--- src/rtl/regfile_write_arb.sv ---
// regfile_write_arb: round-robin arbiter sharing the architectural register file write port
// among NUM_REQ producers, with one registered output stage and read-side forwarding.
// Optional feature macro: ZERO_REG_DROP_EN -- granted writes to register 31 are consumed
// but never presented to the register file and never forwarded.
module regfile_write_arb #(
    parameter int unsigned NUM_REQ = 4,
    parameter int unsigned ADDR_W  = 5,
    parameter int unsigned DATA_W  = 64,
    parameter int unsigned CNT_W   = 16
) (
    input  logic                      clk,
    input  logic                      reset,
    input  logic [NUM_REQ-1:0]        req_valid_i,
    input  logic [NUM_REQ*ADDR_W-1:0] req_addr_i,
    input  logic [NUM_REQ*DATA_W-1:0] req_data_i,
    output logic [NUM_REQ-1:0]        req_ready_o,
    input  logic                      wr_stall_i,
    output logic                      RegWrite_o,
    output logic [ADDR_W-1:0]         WriteRegister_o,
    output logic [DATA_W-1:0]         WriteData_o,
    input  logic [ADDR_W-1:0]         fwd_addr_i,
    output logic                      fwd_hit_o,
    output logic [DATA_W-1:0]         fwd_data_o,
    output logic [CNT_W-1:0]          grant_cnt_o
);

    localparam int unsigned PTR_W = (NUM_REQ > 1) ? $clog2(NUM_REQ) : 1;
    localparam int unsigned SUM_W = PTR_W + 1;
    localparam logic [PTR_W-1:0] LAST_IDX  = PTR_W'(NUM_REQ - 1);
    localparam logic [SUM_W-1:0] NUM_REQ_S = SUM_W'(NUM_REQ);
`ifdef ZERO_REG_DROP_EN
    localparam logic [ADDR_W-1:0] ZERO_REG = ADDR_W'(31);
`endif

    // Per-requester views of the flattened address/data buses
    logic [ADDR_W-1:0] addr_arr [NUM_REQ];
    logic [DATA_W-1:0] data_arr [NUM_REQ];

    // State: output stage, round-robin pointer, grant counter
    logic              regwrite_q, regwrite_d;
    logic [ADDR_W-1:0] waddr_q, waddr_d;
    logic [DATA_W-1:0] wdata_q, wdata_d;
    logic [PTR_W-1:0]  rr_ptr_q, rr_ptr_d;
    logic [CNT_W-1:0]  cnt_q, cnt_d;

    // Arbitration results
    logic [NUM_REQ-1:0] grant_c;
    logic [PTR_W-1:0]   win_idx_c;
    logic               found_c;
    logic               xfer_c;
    logic [SUM_W-1:0]   probe_c;
    logic [PTR_W-1:0]   probe_idx_c;
    logic [ADDR_W-1:0]  win_addr_c;
    logic [DATA_W-1:0]  win_data_c;
    logic               fwd_hit_c;

    genvar g;
    generate
        for (g = 0; g < NUM_REQ; g++) begin : g_unpack
            assign addr_arr[g] = req_addr_i[g*ADDR_W +: ADDR_W];
            assign data_arr[g] = req_data_i[g*DATA_W +: DATA_W];
        end
    endgenerate

    // Round-robin search: first valid index at or after rr_ptr, wrapping at NUM_REQ
    always_comb begin
        grant_c     = '0;
        win_idx_c   = '0;
        found_c     = 1'b0;
        probe_c     = '0;
        probe_idx_c = '0;
        for (int unsigned i = 0; i < NUM_REQ; i++) begin
            probe_c = {1'b0, rr_ptr_q} + SUM_W'(i);
            if (probe_c >= NUM_REQ_S) begin
                probe_c = probe_c - NUM_REQ_S;
            end
            probe_idx_c = probe_c[PTR_W-1:0];
            if (!found_c && req_valid_i[probe_idx_c]) begin
                found_c   = 1'b1;
                win_idx_c = probe_idx_c;
            end
        end
        xfer_c = reset && !wr_stall_i && found_c;
        if (xfer_c) begin
            grant_c[win_idx_c] = 1'b1;
        end
    end

    assign win_addr_c = addr_arr[win_idx_c];
    assign win_data_c = data_arr[win_idx_c];

    // Next-state for output stage, pointer and counter on a completed handshake
    always_comb begin
        regwrite_d = 1'b0;
        waddr_d    = waddr_q;
        wdata_d    = wdata_q;
        rr_ptr_d   = rr_ptr_q;
        cnt_d      = cnt_q;
        if (xfer_c) begin
            rr_ptr_d = (win_idx_c == LAST_IDX) ? '0 : win_idx_c + PTR_W'(1);
            if (cnt_q != '1) begin
                cnt_d = cnt_q + CNT_W'(1);
            end
`ifdef ZERO_REG_DROP_EN
            if (win_addr_c != ZERO_REG) begin
                regwrite_d = 1'b1;
                waddr_d    = win_addr_c;
                wdata_d    = win_data_c;
            end
`else
            regwrite_d = 1'b1;
            waddr_d    = win_addr_c;
            wdata_d    = win_data_c;
`endif
        end
    end

    // State registers with synchronous active-low reset
    always_ff @(posedge clk) begin
        if (!reset) begin
            regwrite_q <= 1'b0;
            waddr_q    <= '0;
            wdata_q    <= '0;
            rr_ptr_q   <= '0;
            cnt_q      <= '0;
        end else begin
            regwrite_q <= regwrite_d;
            waddr_q    <= waddr_d;
            wdata_q    <= wdata_d;
            rr_ptr_q   <= rr_ptr_d;
            cnt_q      <= cnt_d;
        end
    end

    // Forward the staged write to a same-cycle reader
    always_comb begin
`ifdef ZERO_REG_DROP_EN
        fwd_hit_c = regwrite_q && (waddr_q == fwd_addr_i) && (waddr_q != ZERO_REG);
`else
        fwd_hit_c = regwrite_q && (waddr_q == fwd_addr_i);
`endif
        fwd_data_o = fwd_hit_c ? wdata_q : '0;
    end

    assign fwd_hit_o       = fwd_hit_c;
    assign req_ready_o     = grant_c;
    assign RegWrite_o      = regwrite_q;
    assign WriteRegister_o = waddr_q;
    assign WriteData_o     = wdata_q;
    assign grant_cnt_o     = cnt_q;

endmodule

--- config.mk ---
export PLATFORM = sky130hd
export DESIGN_NAME = regfile_write_arb
export DESIGN_NICKNAME = d
export VERILOG_FILES = /design/src/rtl/regfile_write_arb.sv
export SDC_FILE = /design/constraint.sdc
export NUM_CORES = 1
export LEC_CHECK = 0
export ABC_AREA = 1
export BUFFER_PORTS_ARGS = -buffer_cell sky130_fd_sc_hd__buf_4
export CAP_MARGIN = 40
export CORE_AREA = 4 4 172 174
export CTS_CLUSTER_SIZE = 40
export DETAILED_ROUTE_END_ITERATION = 7
export DIE_AREA = 0 0 176 178
export GPL_TIMING_DRIVEN = 0
export PLACE_DENSITY = 0.48
export SYNTH_ARGS = -nofsm -noshare
export SYNTH_HDL_FRONTEND = slang
export SYNTH_SLANG_ARGS = --single-unit
--- constraint.sdc ---
create_clock -name clk -period 5.2 [get_ports clk]
set_input_delay 1.04 -clock clk [delete_from_list [all_inputs] [get_ports clk]]
set_output_delay 1.04 -clock clk [all_outputs]
set_load 0.03 [all_outputs]
==> impl_metrics.yaml <==
status:
  status: "finished clean"
clock_network:
  cts_buffer_depth: 2
  clock-sinks: 88
  clock_latency_ps: 350
  numCtsBuffers: 9
  cts-hold-fix-buffers: 0
  cts_setup_buffers: 0
  cts_root_buffer: "clkbuf_16"
  cts_resized: 0
  cts_tree: "built"
  cts.clk_slew.worst_paths_ps: 70
  htreeDepth: 3
place:
  globalplace.congestion: 0.8724
  dp_hpwl_mm: 31.01
  portBuffers: 441
  dp_slack_ps: 830.1
route:
  wl_per_cell_um: 18.93
  viasPerCell: 4.633
  wl_mm: 38.30
  final_antenna_net_count: 0
  vias: 9372
  drc_errors: 0
  drt-initial-drc-count: 550
  dr.pass1.iters: 6
pwr:
  vdd_drop_max_mv: 0.1493
  power_frac_seq: 0.259
  pwr_density_cell_nw_per_um2: 347.6
  cell_internal_pwr_mw: 1.946
  p_clk_frac: 0.177
  power_leakage_nw: 5.705
  combPwrFrac: 0.564
  power.share.switching: 0.4845
  switching_power_mw: 1.829
sta:
  maxSlewViolCount: 0
  setup_tns_ps: 0
  tightest_slew_ps: 782.5
  fin_ws_ps: 914.5
  fmax_mhz: 233.3
  hold_viol: 0
  fin_crit_sh: 0.8241
  setup_viol: 0
  relSlewSlack: 0.4783
  skew_ps: 11.32
  rsz0062_at_grt: "no"
  period_needed_ps: 4286
worst_setup_path:
  crit_top_cell: "nor2_1"
  crit_arrival_ps: 3250
  crit_fanout: 10
  cp-end-kind: "primary output"
  cp_cell_sequence: "clkbuf_1 -> clkinv_1 -> nor2_1 -> nand2_2 -> inv_2 -> buf_6 -> nand2_1 -> nor2_1 -> buf_4"
  path_class: "input port to primary output"
  cpPeakStageDelay_ps: 570
  reg2reg_slack_ps: 2600
  cpMaxStageDelayCell: "clkbuf_1"
  cp.required_ps: 4160
  start_kind: "input port"
floorplanning:
  die_h_um: 178
  die_x_um: 176
  core_sq_um: 27780
  fp.dieArea_sq_um: 31330
  pin_count: 443
  start_util: 0.2441
  rows: 61
logic_synthesis:
  synth-simple-area-share: 0.5464
  seq_area_frac_synth: 0.2597
  synth_compound_area_frac: 0.01734
  synth_top_area_cell: "nand3_1"
  syn_area_sq_um: 6783
  avgSynthCellArea_sq_um: 5.709
  netlist_instances: 1188
  synth_top_family_by_area: "simple AND/OR/NAND/NOR gates"
  synth_fa_ha_area_frac: 0.003689
  synth_top_area_frac: 0.3180
  synthesis.nets: 1478
  synth_warnings: 0
  ys_top_cells_by_area: "nand3_1 (32%), dfxtp_1 (26%), nand2_1 (16%)"
  synth-seq-cells: 88
  synthMuxAreaShare: 0
  ys_types: 28
  yosys.area_share.xor_xnor: 0.02066
cells_and_area:
  area_growth_pct: 60.10
  fillers: 3192
  diodes: 0
  drive_above_1_share: 0.3228
  num-nets-final: 1930
global_routing:
  grt_max_degree: 16
  grt_overflow: 0
  grt_pass1_vias: 9281
  grt_pass1_wl_mm: 56.04
  antenna_found_initial: 1
  grtUsageTotal: 0.2320
run:
  max-cap-violations: 0
worst_hold_path:
  hp-class: "flip-flop to flip-flop"
## kinds of logic after synthesis
family	Yosys count
compound gates	23
xor+xnor	16
fa+ha+maj	2
buf+inv	231
flops	88
simple gates	828
## final cells by class
class / instances / area, sq um / area share
Multi-Input combinational cell: 869 / 3989 / 0.3673
Timing Repair Buffer: 441 / 3311 / 0.3049
Sequential cell: 88 / 1762 / 0.1622
Buffer: 94 / 518.0 / 0.04770
Inverter: 137 / 514.2 / 0.04736
Tap cell: 378 / 473.0 / 0.04355
Clock buffer: 11 / 252.7 / 0.02327
Clock inverter: 5 / 40.04 / 0.003687
## routing by layer
layer	track usage	routed length (um)	up-vias
met3	0.05129	2717	33
met2	0.4116	18990	355
met5	0	20	-
met4	0.04646	579	2
met1	0.2908	15990	4250
li1	-	-	4732
## power by group through the flow
stage / clock, mW / combinational [mW] / sequential [mW]
3_3_place_gp: 0 / 2.14 / 0.993
6_report: 0.667 / 2.13 / 0.979
3_5_place_dp: 0 / 2.15 / 0.995
4_1_cts: 0.689 / 2.16 / 0.980
5_1_grt: 0.706 / 2.35 / 0.998
2_1_floorplan: 0 / 1.06 / 1.20
## cells in the mapped netlist
library cell,instances
buf_6,5
nor2_4,1
nand3_1,431
xnor2_1,6
nand2_1,296
o21ai_1,1
nor3_1,5
nor2_1,81
ha_1,2
inv_2,4
nand2_2,5
clkbuf_1,31
clkinv_1,1
or2_1,1
a211oi_1,1
o21ai_0,2
nand3_2,1
buf_2,33
xor2_1,10
nor2_2,1
nand4_1,4
nand3b_1,1
buf_4,23
a21oi_1,19
dfxtp_1,88
inv_1,132
buf_1,2
nand2_4,1
## stage by stage
step / area (sq um) / total power, mW / utilization / std cells / hold WS (ps)
after floorplan: 6783 / 2.263 / - / 1188 / 528.5
after global placement: 10570 / 3.133 / 0.3803 / 2007 / 481.5
after detailed placement: 10570 / 3.149 / 0.3803 / 2007 / 488.8
after CTS: 10860 / 3.828 / 0.3909 / 2023 / 500.6
after global routing: 10860 / 4.058 / 0.3909 / 2023 / 520.5
final: 10860 / 3.774 / 0.3909 / 2023 / 497.1
## sequential cells by signal (all words and copies together), names as in the netlist
signal and flops:
RegWrite_o 1, WriteRegister_o 5, WriteData_o 64, rr_ptr_q 2, grant_cnt_o 16
## final timing paths
path	depth (start not counted)	start	endpoint
max	9	reset	req_ready_o[2]
min	2	WriteData_o[8]	WriteData_o[8]
max reg2reg	14	rr_ptr_q[0]	WriteData_o[43]
min reg2reg	2	WriteData_o[8]	WriteData_o[8]
## critical path, delay by kind of cell
kind          cells  cell delay [ps]
buf+inv           5             1600
simple gates      4              570
## placed cells by master (no fill, tap or decap)
cell type	instances
ha_1	2
o21ai_0	2
nor2_2	1
inv_6	1
nor2_1	81
buf_1	2
nand3_2	1
nand2_2	5
nand4_1	4
dfxtp_1	88
o21ai_1	1
nand3_1	431
buf_2	33
nand2_4	1
a211oi_1	1
nand3b_1	1
nand2_1	296
clkinvlp_4	3
inv_2	4
xor2_1	10
buf_4	464
nor2_4	1
or2_1	1
inv_1	132
a21oi_1	19
clkbuf_8	2
xnor2_1	6
clkbuf_16	9
clkinv_1	1
buf_6	5
clkinv_4	1
clkbuf_1	31
nor3_1	5
(Power assumes the default switching activity.)
